## src/rtl/ahb_bridge_ctrl.sv

```systemverilog
// AHB-Lite slave front end for the AHB->APB bridge: turns single 32-bit transfers
// into request packets, stalls on bridge backpressure and waits for read responses.
module ahb_bridge_ctrl #(
  parameter int unsigned ADDR_LSB = 2,
  parameter int unsigned TIMEOUT  = 255,
  parameter int unsigned CNT_W    = 8
) (
  input  logic        HCLK,
  input  logic        RESETn,
  input  logic        HSEL,
  input  logic [1:0]  HTRANS,
  input  logic        HWRITE,
  input  logic [2:0]  HSIZE,
  input  logic [31:0] HADDR,
  input  logic [31:0] HWDATA,
  input  logic        HREADY,
  output logic        HREADYOUT,
  output logic        HRESP,
  output logic [31:0] HRDATA,
  output logic [40:0] Packet_IN,
  output logic        H_Valid,
  input  logic        Bridge_Ready,
  input  logic [31:0] Bridge_Rd_Data,
  input  logic        Bridge_Rd_Valid,
  output logic        late_rsp
);

  localparam int unsigned PKT_ADDR_W = 8;

  typedef enum logic [2:0] {
    IDLE, WR, RD_REQ, RD_WAIT, RD_DONE, ERR1, ERR2
  } state_t;

  state_t                state;
  state_t                state_nxt;
  logic [PKT_ADDR_W-1:0] addr_q;
  logic [CNT_W-1:0]      cnt;
  logic                  acc_c;
  logic                  size_ok_c;
  logic                  final_c;
  logic                  unused_c;

  assign acc_c     = HSEL & HTRANS[1] & HREADY;
  assign size_ok_c = (HSIZE == 3'b010);
  assign unused_c  = ^{HADDR, HTRANS[0]};

  // Output decode and next state; a final cycle may accept the next address phase.
  always_comb begin
    HREADYOUT = 1'b1;
    HRESP     = 1'b0;
    H_Valid   = 1'b0;
    Packet_IN = '0;
    final_c   = 1'b0;
    state_nxt = state;
    case (state)
      IDLE: final_c = 1'b1;
      WR: begin
        Packet_IN = {1'b1, addr_q, HWDATA};
        if (Bridge_Ready) begin
          H_Valid = 1'b1;
          final_c = 1'b1;
        end else begin
          HREADYOUT = 1'b0;
        end
      end
      RD_REQ: begin
        Packet_IN = {1'b0, addr_q, 32'h0};
        HREADYOUT = 1'b0;
        if (Bridge_Ready) begin
          H_Valid   = 1'b1;
          state_nxt = RD_WAIT;
        end
      end
      RD_WAIT: begin
        HREADYOUT = 1'b0;
        if (Bridge_Rd_Valid) state_nxt = RD_DONE;
        else if (cnt == CNT_W'(TIMEOUT - 1)) state_nxt = ERR1;
      end
      RD_DONE: final_c = 1'b1;
      ERR1: begin
        HREADYOUT = 1'b0;
        HRESP     = 1'b1;
        state_nxt = ERR2;
      end
      ERR2: begin
        HRESP   = 1'b1;
        final_c = 1'b1;
      end
      default: state_nxt = IDLE;
    endcase
    if (final_c) begin
      if (!acc_c)          state_nxt = IDLE;
      else if (!size_ok_c) state_nxt = ERR1;
      else if (HWRITE)     state_nxt = WR;
      else                 state_nxt = RD_REQ;
    end
  end

  // State, latched address, timeout counter, read data and sticky late-response flag.
  always_ff @(posedge HCLK or negedge RESETn) begin
    if (!RESETn) begin
      state    <= IDLE;
      addr_q   <= '0;
      cnt      <= '0;
      HRDATA   <= '0;
      late_rsp <= 1'b0;
    end else begin
      state <= state_nxt;
      if (final_c && acc_c) addr_q <= HADDR[ADDR_LSB +: PKT_ADDR_W];
      if (state == RD_REQ)       cnt <= '0;
      else if (state == RD_WAIT) cnt <= cnt + CNT_W'(1);
      if (Bridge_Rd_Valid) begin
        if (state == RD_WAIT) HRDATA <= Bridge_Rd_Data;
        else                  late_rsp <= 1'b1;
      end
    end
  end

endmodule

```

## config.mk

```make
export PLATFORM = sky130hd
export DESIGN_NAME = ahb_bridge_ctrl
export DESIGN_NICKNAME = d
export VERILOG_FILES = /design/src/rtl/ahb_bridge_ctrl.sv
export SDC_FILE = /design/constraint.sdc
export NUM_CORES = 1
export LEC_CHECK = 0
export BUFFER_PORTS_ARGS = -buffer_cell sky130_fd_sc_hd__buf_2
export CAP_MARGIN = 10
export CELL_PAD_IN_SITES_DETAIL_PLACEMENT = 1
export CELL_PAD_IN_SITES_GLOBAL_PLACEMENT = 2
export CORE_ASPECT_RATIO = 1.1
export CORE_MARGIN = 2
export CORE_UTILIZATION = 25
export CTS_CLUSTER_SIZE = 14
export DETAILED_ROUTE_END_ITERATION = 7
export PLACE_DENSITY = 0.81
export SETUP_SLACK_MARGIN = 0.02
export SLEW_MARGIN = 20
export SYNTH_ARGS = -nofsm -noshare
export SYNTH_HDL_FRONTEND = slang
export SYNTH_SLANG_ARGS = --single-unit
```

## constraint.sdc

```tcl
create_clock -name HCLK -period 3.75 [get_ports HCLK]
set_input_delay 0.1875 -clock HCLK [delete_from_list [all_inputs] [get_ports HCLK]]
set_output_delay 0.1875 -clock HCLK [all_outputs]
set_load 0.02 [all_outputs]
```

==> results of run 1 <==
path summary, 6_finish.rpt:
path	endpoint	slack, ns	from	cells after the start
max	addr_q[1]	1.48	state[2]	3
min	HRDATA[30]	0.02	RESETn	2
max reg2reg	addr_q[1]	1.48	state[2]	3
min reg2reg	late_rsp	0.49	late_rsp	1
max in group asynchronous	HRDATA[18]	3.29	RESETn	2
min in group HCLK	HRDATA[31]	0.12	Bridge_Rd_Data[31]	2
registers in the layout, indices dropped and copies added (netlist names):
signal / cells
late_rsp: 1
HRDATA: 32
state: 3
cnt: 8
addr_q: 8
placed cells by master (no fill, tap or decap), types with 4 or more instances in the layout:
cell,instances
clkbuf_16,5
nand2_1,12
buf_2,159
dfrtp_1,52
mux2i_1,4
mux2_4,38
nor2_1,9
and2_1,40
o21ai_0,7
cell type report:
class	count	area, um2
Sequential cell	52	1300
Inverter	4	15.0
Timing Repair Buffer	161	811
Fill cell	1239	6720
Multi-Input combinational cell	148	1270
Clock buffer	5	125
Tap cell	143	179
Clock inverter	3	21.3
cells by family after synthesis:
group | count (synthesis)
and+or+nand+nor | 81
DFF | 52
muxes | 44
AOI/OAI and AO/OA | 20
buffers and inverters | 16
adders and majority gates | 2
xor gates and xnor gates | 1
report_power, final:
group / leakage, nW / total (mW) / switching (mW) / internal (mW)
combinational: 1.34 / 1.53 / 0.848 / 0.685
clock: 0.0702 / 0.458 / 0.210 / 0.249
sequential: 0.648 / 0.983 / 0.189 / 0.794
total: 2.06 / 2.98 / 1.25 / 1.73
routing by layer:
metal / vias up / part of all wire, %
met3: 6 / 9.0
li1: 1049 / -
met5: - / 0
met1: 1051 / 41
met4: 0 / 1.4
met2: 133 / 48
stage by stage:
stage | utilization, % | hold WS (ns)
after detailed placement | 34.3 | 0.368
after global routing | 35.7 | 0.0736
after global placement | 34.3 | 0.351
after CTS | 35.7 | 0.0505
final | 35.7 | 0.0178
after floorplan | - | -0.108
==> impl_metrics.py, run 1 <==
metrics = {
    "global_routing": {
        "grt_pass1_wl_um": 11200,
        "antenna_found_initial": 0,
        "top_usage_layer": "met2",
        "grt_pass1_vias": 2345,
        "met3_usage_pct": 3.09,
        "grtUsageMet1_pct": 14.3,
        "met2_usage_pct": 22.1,
        "grt_max_degree": 53,
        "grtUsageTotal_pct": 12.4,
        "grt_overflow": 0,
    },
    "timing": {
        "hold_violations": 0,
        "clock_skew_ns": 0.00708,
        "tightestPinTransition_ns": 0.669,
        "fin_tns_setup_ns": 0,
        "rsz0062_at_grt": "no",
        "relSlewSlack_pct": 55.4,
        "finalSetupViolCount": 0,
        "fin_crit_sh_pct": 60.5,
        "setup_slack_ns": 1.48,
        "fin_crit_ns": 2.27,
        "fmax_mhz": 441,
        "slew_viol_final": 0,
    },
    "clock_tree": {
        "cts_max_path_buffers": 2,
        "htreeDepth": 2,
        "cts-root-buf": "clkbuf_16",
        "cts_tree": "built",
        "cts.sinks": 52,
        "numCtsBuffers": 5,
        "clk_pin_slew_ns": 0.07,
        "clock_latency_ns": 0.29,
        "post_cts_buffers": 0,
        "ctsResizeCount": 0,
        "cts_hold_buf": 0,
    },
    "worst_hold_path": {
        "hp-class": "in2async",
    },
    "yosys": {
        "ys_seq_area_share_pct": 48.4,
        "ys_ff_latch": 52,
        "synth_xor_area_share_pct": 0.326,
        "ys.flop_type": "dfrtp_1",
        "syn_nets": 326,
        "synth_area_per_cell_um2": 12.4,
        "synthArstFlopShare_pct": 100,
        "synth_cell_type_count": 38,
        "synthMuxAreaShare_pct": 23.6,
        "synth.most_common_cell": "dfrtp_1",
        "yosysWarnings": 0,
        "synth_fa_ha_area_share_pct": 0.931,
        "synthSimpleGateAreaFrac_pct": 17.6,
        "synth_compound_area_share_pct": 4.98,
        "synth_area_um2": 2690,
        "synth_top_cell_area_share_pct": 48.4,
        "ys_top_cells_by_count": "dfrtp_1, and2_1, mux2_4",
        "synth-edff-count": 0,
        "yosysTopAreaCell": "dfrtp_1",
        "synth_top_family_by_area": "multiplexers",
        "synth_area_leaders": "dfrtp_1, mux2_4, and2_1",
        "netlist_instances": 216,
    },
    "worst_setup_path": {
        "critPathCaptureType": "flop",
        "crit_fanout": 16,
        "worstPathArrival_ns": 2.45,
        "critPathKind": "reg2reg",
        "path_cells": "nand2b_1, and3_1, mux2_4",
        "cpPeakStageDelay_ns": 0.62,
        "cp.buffers_inverters": 0,
        "crit_family": "simple AND/OR/NAND/NOR gates",
        "cp_slowest_cell": "dfrtp_1",
        "worstPathRequired_ns": 3.93,
        "crit_path_start_kind": "flop",
    },
    "power_and_ir_drop": {
        "p_per_area_nw_per_um2": 798,
        "ir_drop_mv": 0.262,
        "leakage_nw": 2.06,
        "p_total_mw": 2.98,
    },
    "layout": {
        "nNetsFinal": 482,
        "syn2layout_area_growth_pct": 38.7,
        "diodes": 0,
        "drive_gt1_share_pct": 57.6,
        "stdcell_count": 516,
        "fin_area_um2": 3730,
    },
    "detailed_routing": {
        "wl_per_cell_um": 14.3,
        "wl_um": 7360,
        "drtIter0Drc": 39,
        "drtPass1Iterations": 3,
        "ant_nets": 0,
        "drc_errors": 0,
        "routed_via_density": 4.34,
        "vias": 2239,
    },
    "die": {
        "coreArea_um2": 10400,
        "ioPinCount": 185,
        "dieHeight_um": 113,
        "start_util_pct": 25.7,
        "die_x_um": 103,
        "die_area_um2": 11600,
        "rows": 39,
    },
    "run_status": {
        "status": "completed",
    },
    "placement": {
        "dp_slack_ns": 1.52,
        "hpwl_um": 5560,
        "gp_congestion": 0.740,
        "placed_cells": 508,
        "place_area_um2": 3580,
        "port_buffers": 159,
    },
    "job": {
        "drv_cap": 0,
    },
}
No activity file was read; power rests on OpenSTA's default activity.
==> run 2: changes to the inputs <==
CORE_UTILIZATION = 24   (was 25)
PLACE_DENSITY = 0.78   (was 0.81)
clock period = 2.1 ns   (was 3.75 ns; I/O delays follow)
==> run 2 against run 1 <==
Non-clock buffer count is 6 higher; clock-buffer cell count stayed put; largest cell class unchanged; global-route usage is 0.65 points lower; routed wire length is 3.7% lower; clock power is 83% higher; utilization is 0.88 points lower; critical path depth is 1 higher; sequential share of layout area is 0.66 points lower; worst setup slack worse by 1.3 ns; sequential power is 74% higher; hold slack better by 0.019 ns; final area is 1.9% higher.
==> impl_metrics.py, run 2 (synthesis gave the netlist of run 1 again) <==
metrics = {
    "power_and_ir_drop": {
        "p_per_area_nw_per_um2": 1410,
        "p_int_mw": 3.13,
        "switchingPower_mw": 2.22,
        "clkPwrFrac_pct": 15.7,
        "p_total_mw": 5.34,
        "switching_share_pct": 41.4,
        "combPwrFrac_pct": 52.2,
        "pwr-share-seq_pct": 32.1,
        "ir_drop_mv": 0.469,
        "leakage_nw": 2.10,
    },
    "global_routing": {
        "grtUsageTotal_pct": 11.8,
        "grt_overflow": 0,
        "antenna_found_initial": 0,
        "grt_pass1_vias": 2422,
        "grt_pass1_wl_um": 11500,
        "grt_max_degree": 53,
    },
    "layout": {
        "drive_gt1_share_pct": 58.0,
        "regMostFlops": "HRDATA",
        "syn2layout_area_growth_pct": 41.3,
        "nNetsFinal": 488,
        "fin_area_um2": 3800,
        "largest_reg_flops": 32,
        "top_regs": "HRDATA x32, addr_q x8, cnt x8",
        "diodes": 0,
        "stdcell_count": 526,
        "final_common_cell": "buf_2",
        "final_cell_mix": "buf_2, dfrtp_1, and2_1",
    },
    "run_status": {
        "status": "completed",
    },
    "detailed_routing": {
        "drc_errors": 0,
        "ant_nets": 0,
        "drtIter0Drc": 76,
        "routed_via_density": 4.33,
        "wl_per_cell_um": 13.5,
        "vias": 2279,
        "drtPass1Iterations": 3,
        "wl_um": 7090,
    },
    "worst_hold_path": {
        "holdPathEnd": "HRDATA[0]",
        "worstHoldPathCells": 2,
        "min_from": "Bridge_Rd_Data[0]",
        "hp-class": "in2reg",
    },
    "worst_setup_path": {
        "critPathCaptureType": "output port",
        "crit_family": "flip-flops",
        "worstPathRequired_ns": 2.00,
        "crit_path_start_kind": "flop",
        "r2r_slack_ns": 0.36,
        "ff2ff_path_depth": 3,
        "critPathKind": "reg2out",
        "path_cells": "xnor2_1, nor2_1, and2_1, buf_2",
        "cp.buffers_inverters": 1,
        "crit_fanout": 11,
        "cp_slowest_cell": "dfrtp_1",
        "r2r_start": "state[2]",
        "worstPathArrival_ns": 1.76,
        "cpPeakStageDelay_ns": 0.60,
        "timing.rr.end": "addr_q[4]",
    },
    "job": {
        "drv_cap": 0,
    },
    "timing": {
        "fin_crit_sh_pct": 89.0,
        "fmax_mhz": 535,
        "relSlewSlack_pct": 56.1,
        "hold_violations": 0,
        "rsz0062_at_grt": "no",
        "slew_viol_final": 0,
        "finalSetupViolCount": 0,
        "fin_tns_setup_ns": 0,
        "tightestPinTransition_ns": 0.659,
        "fin_crit_ns": 1.87,
        "clock_skew_ns": 0.00693,
    },
    "clock_tree": {
        "clock_latency_ns": 0.29,
        "ctsResizeCount": 0,
        "cts_hold_buf": 1,
        "cts.sinks": 52,
        "cts-root-buf": "clkbuf_16",
        "cts_max_path_buffers": 2,
        "clk_pin_slew_ns": 0.07,
        "htreeDepth": 2,
        "cts_tree": "built",
        "numCtsBuffers": 5,
        "post_cts_buffers": 0,
    },
    "die": {
        "start_util_pct": 24.6,
        "rows": 40,
        "dieHeight_um": 115,
        "ioPinCount": 185,
        "die_area_um2": 12100,
        "coreArea_um2": 10900,
        "die_x_um": 105,
    },
    "placement": {
        "place_area_um2": 3640,
        "placed_cells": 517,
        "hpwl_um": 5520,
        "gp_congestion": 0.748,
        "port_buffers": 159,
    },
}
run 2: cell type report:
type                            instances  area, um2
Fill cell                            1295       7110
Clock inverter                          3       27.5
Clock buffer                            5        125
Multi-Input combinational cell        148       1270
Timing Repair Buffer                  167        871
Inverter                                4       15.0
Tap cell                              147        184
Sequential cell                        52       1300
run 2: per-stage QoR:
| stage | setup slack (ns) | util [%] | hold slack, ns |
|---|---|---|---|
| detailed placement | 0.350 | 33.3 | 0.272 |
| global route | 0.0638 | 34.8 | 0.0246 |
| floorplan | 0.716 | - | -0.191 |
| global placement | 0.374 | 33.3 | 0.270 |
| CTS | 0.196 | 34.8 | 0.0290 |
| finish | 0.231 | 34.8 | 0.0373 |
run 2: worst max-delay path by stage:
| stage | cells after the start | to | startpoint |
|---|---|---|---|
| final | 4 | Packet_IN[35] | state[1] |
| after global placement | 3 | addr_q[2] | state[2] |
| after floorplan | 5 | addr_q[0] | state[2] |
| after CTS | 4 | Packet_IN[35] | state[1] |
| after global routing | 4 | Packet_IN[35] | state[1] |
| after detailed placement | 3 | addr_q[4] | state[2] |
run 2: routing by layer:
metal  wire (um)  up-vias  part of all wire [%]  GRT usage [%]
met4          99        0                   1.4           3.73
met1        3060     1072                    43           14.4
met2        3360      134                    47           20.7
li1            -     1063                     -              -
met5           0        -                     0              0
met3         580       10                   8.2           2.55
run 2: power groups by stage:
stage               combinational, mW  clock (mW)  sequential [mW]
floorplan                        1.64           0             2.01
global placement                 2.80           0             1.70
detailed placement               2.83           0             1.72
CTS                              2.84       0.875             1.71
global route                     3.02       0.911             1.77
finish                           2.79       0.840             1.71
==> run 3: changes to the inputs <==
RECOVER_POWER = 25   (was default)
==> run 3 against run 2 <==
Combinational power fell by 3%; sequential cell count did not move; global-route usage did not move; critical path depth did not move; via count barely moved; utilization fell by 0.40 points; register-to-register slack barely moved; die area did not move; final cell count did not move; critical path type unchanged; largest power group unchanged.
==> impl_metrics.py, run 3 (synthesis gave the netlist of run 1 again) <==
metrics = {
    "layout": {
        "regMostFlops": "HRDATA",
        "diodes": 0,
        "top_regs": "HRDATA x32, addr_q x8, cnt x8",
        "fillers": 1297,
        "syn2layout_area_growth_pct": 39.7,
        "drive_gt1_share_pct": 49.3,
        "largest_reg_flops": 32,
        "nNetsFinal": 488,
        "final_common_cell": "buf_2",
        "final_cell_mix": "buf_2, dfrtp_1, and2_1",
    },
    "detailed_routing": {
        "drtPass1Iterations": 4,
        "drtIter0Drc": 68,
        "drc_errors": 0,
        "vias": 2277,
        "routed_via_density": 4.33,
        "wl_um": 7120,
        "wl_per_cell_um": 13.5,
        "ant_nets": 0,
    },
    "timing": {
        "finalSetupViolCount": 0,
        "hold_violations": 0,
        "slew_viol_final": 0,
        "rsz0062_at_grt": "no",
        "fmax_mhz": 536,
        "fin_crit_ns": 1.86,
        "tightestPinTransition_ns": 1.28,
        "relSlewSlack_pct": 14.4,
        "fin_tns_setup_ns": 0,
        "clock_skew_ns": 0.00870,
        "fin_crit_sh_pct": 88.8,
        "holdWs_ns": 0.0393,
    },
    "clock_tree": {
        "numCtsBuffers": 5,
        "cts_hold_buf": 1,
        "cts-root-buf": "clkbuf_16",
        "cts.sinks": 52,
        "clock_latency_ns": 0.29,
        "htreeDepth": 2,
        "post_cts_buffers": 0,
        "cts_tree": "built",
        "cts_max_path_buffers": 2,
        "clk_pin_slew_ns": 0.07,
        "ctsResizeCount": 0,
    },
    "global_routing": {
        "grt_overflow": 0,
        "grtUsageTotal_pct": 11.8,
        "grt_max_degree": 53,
        "grt_pass1_wl_um": 11500,
        "met3_usage_pct": 2.55,
        "antenna_found_initial": 0,
        "top_usage_layer": "met2",
        "met2_usage_pct": 20.7,
        "grtUsageMet1_pct": 14.4,
        "grt_pass1_vias": 2422,
    },
    "job": {
        "drv_cap": 0,
    },
    "die": {
        "rows": 40,
        "die_x_um": 105,
        "ioPinCount": 185,
        "coreArea_um2": 10900,
        "die_area_um2": 12100,
        "start_util_pct": 24.6,
        "dieHeight_um": 115,
    },
    "power_and_ir_drop": {
        "leakage_nw": 1.99,
        "ir_drop_mv": 0.447,
        "p_per_area_nw_per_um2": 1400,
    },
    "worst_setup_path": {
        "crit_fanout": 11,
        "critPathKind": "reg2out",
        "critPathCaptureType": "output port",
        "cpPeakStageDelay_ns": 0.60,
        "worstPathArrival_ns": 1.76,
        "worstPathRequired_ns": 2.00,
        "crit_path_start_kind": "flop",
        "cp_slowest_cell": "dfrtp_1",
        "path_cells": "xnor2_1, nor2_1, and2_1, buf_2",
    },
    "placement": {
        "gp_congestion": 0.748,
        "port_buffers": 159,
        "hpwl_um": 5520,
    },
    "worst_hold_path": {
        "hp-class": "in2reg",
    },
    "run_status": {
        "status": "completed",
    },
}
==> run 3: critical path, delay by kind of cell (launching register included) <==
family / cells / cell delay [ns]
buffers and inverters: 1 / 0.16
AND/OR/NAND/NOR: 2 / 0.53
flip-flops: 1 / 0.60
XOR/XNOR: 1 / 0.17
==> run 3: area by class of cell <==
type / instances / area, um2 / area share (%)
timing repair buffer: 167 / 827 / 22.0
inverter: 4 / 15.0 / 0.400
sequential: 52 / 1300 / 34.7
tap: 147 / 184 / 4.90
clock inverter: 3 / 27.5 / 0.733
clock buffer: 5 / 125 / 3.33
multi-input combinational: 148 / 1270 / 34.0
==> run 3: through the flow <==
stage               power [mW]  std cells  util (%)  cell area (um2)  worst slack [ns]
floorplan                 3.65        216         -             2690             0.716
global placement          4.50        517      33.3             3640             0.374
detailed placement        4.55        517      33.3             3640             0.350
CTS                       5.43        526      34.8             3800             0.196
global route              5.64        526      34.4             3750            0.0638
finish                    5.27        526      34.4             3750             0.235
==> run 3: power breakdown <==
part / internal, mW / switching [mW]
combinational: 1.18 / 1.54
sequential: 1.42 / 0.306
clock: 0.453 / 0.383
==> run 3: final timing paths <==
check	startpoint	end	slack, ns	cells after the start
max	state[1]	Packet_IN[35]	0.24	4
min	HADDR[5]	addr_q[3]	0.04	2
max reg2reg	state[2]	addr_q[4]	0.36	3
min reg2reg	late_rsp	late_rsp	0.49	1
max in group asynchronous	RESETn	HRDATA[19]	0.61	3
min in group asynchronous	RESETn	HRDATA[16]	0.71	3
==> run 3: layer usage <==
layer | share of wire, % | routed length, um
met3 | 7.8 | 558
met2 | 48 | 3400
met5 | 0 | 0
met1 | 44 | 3110
met4 | 0.80 | 57
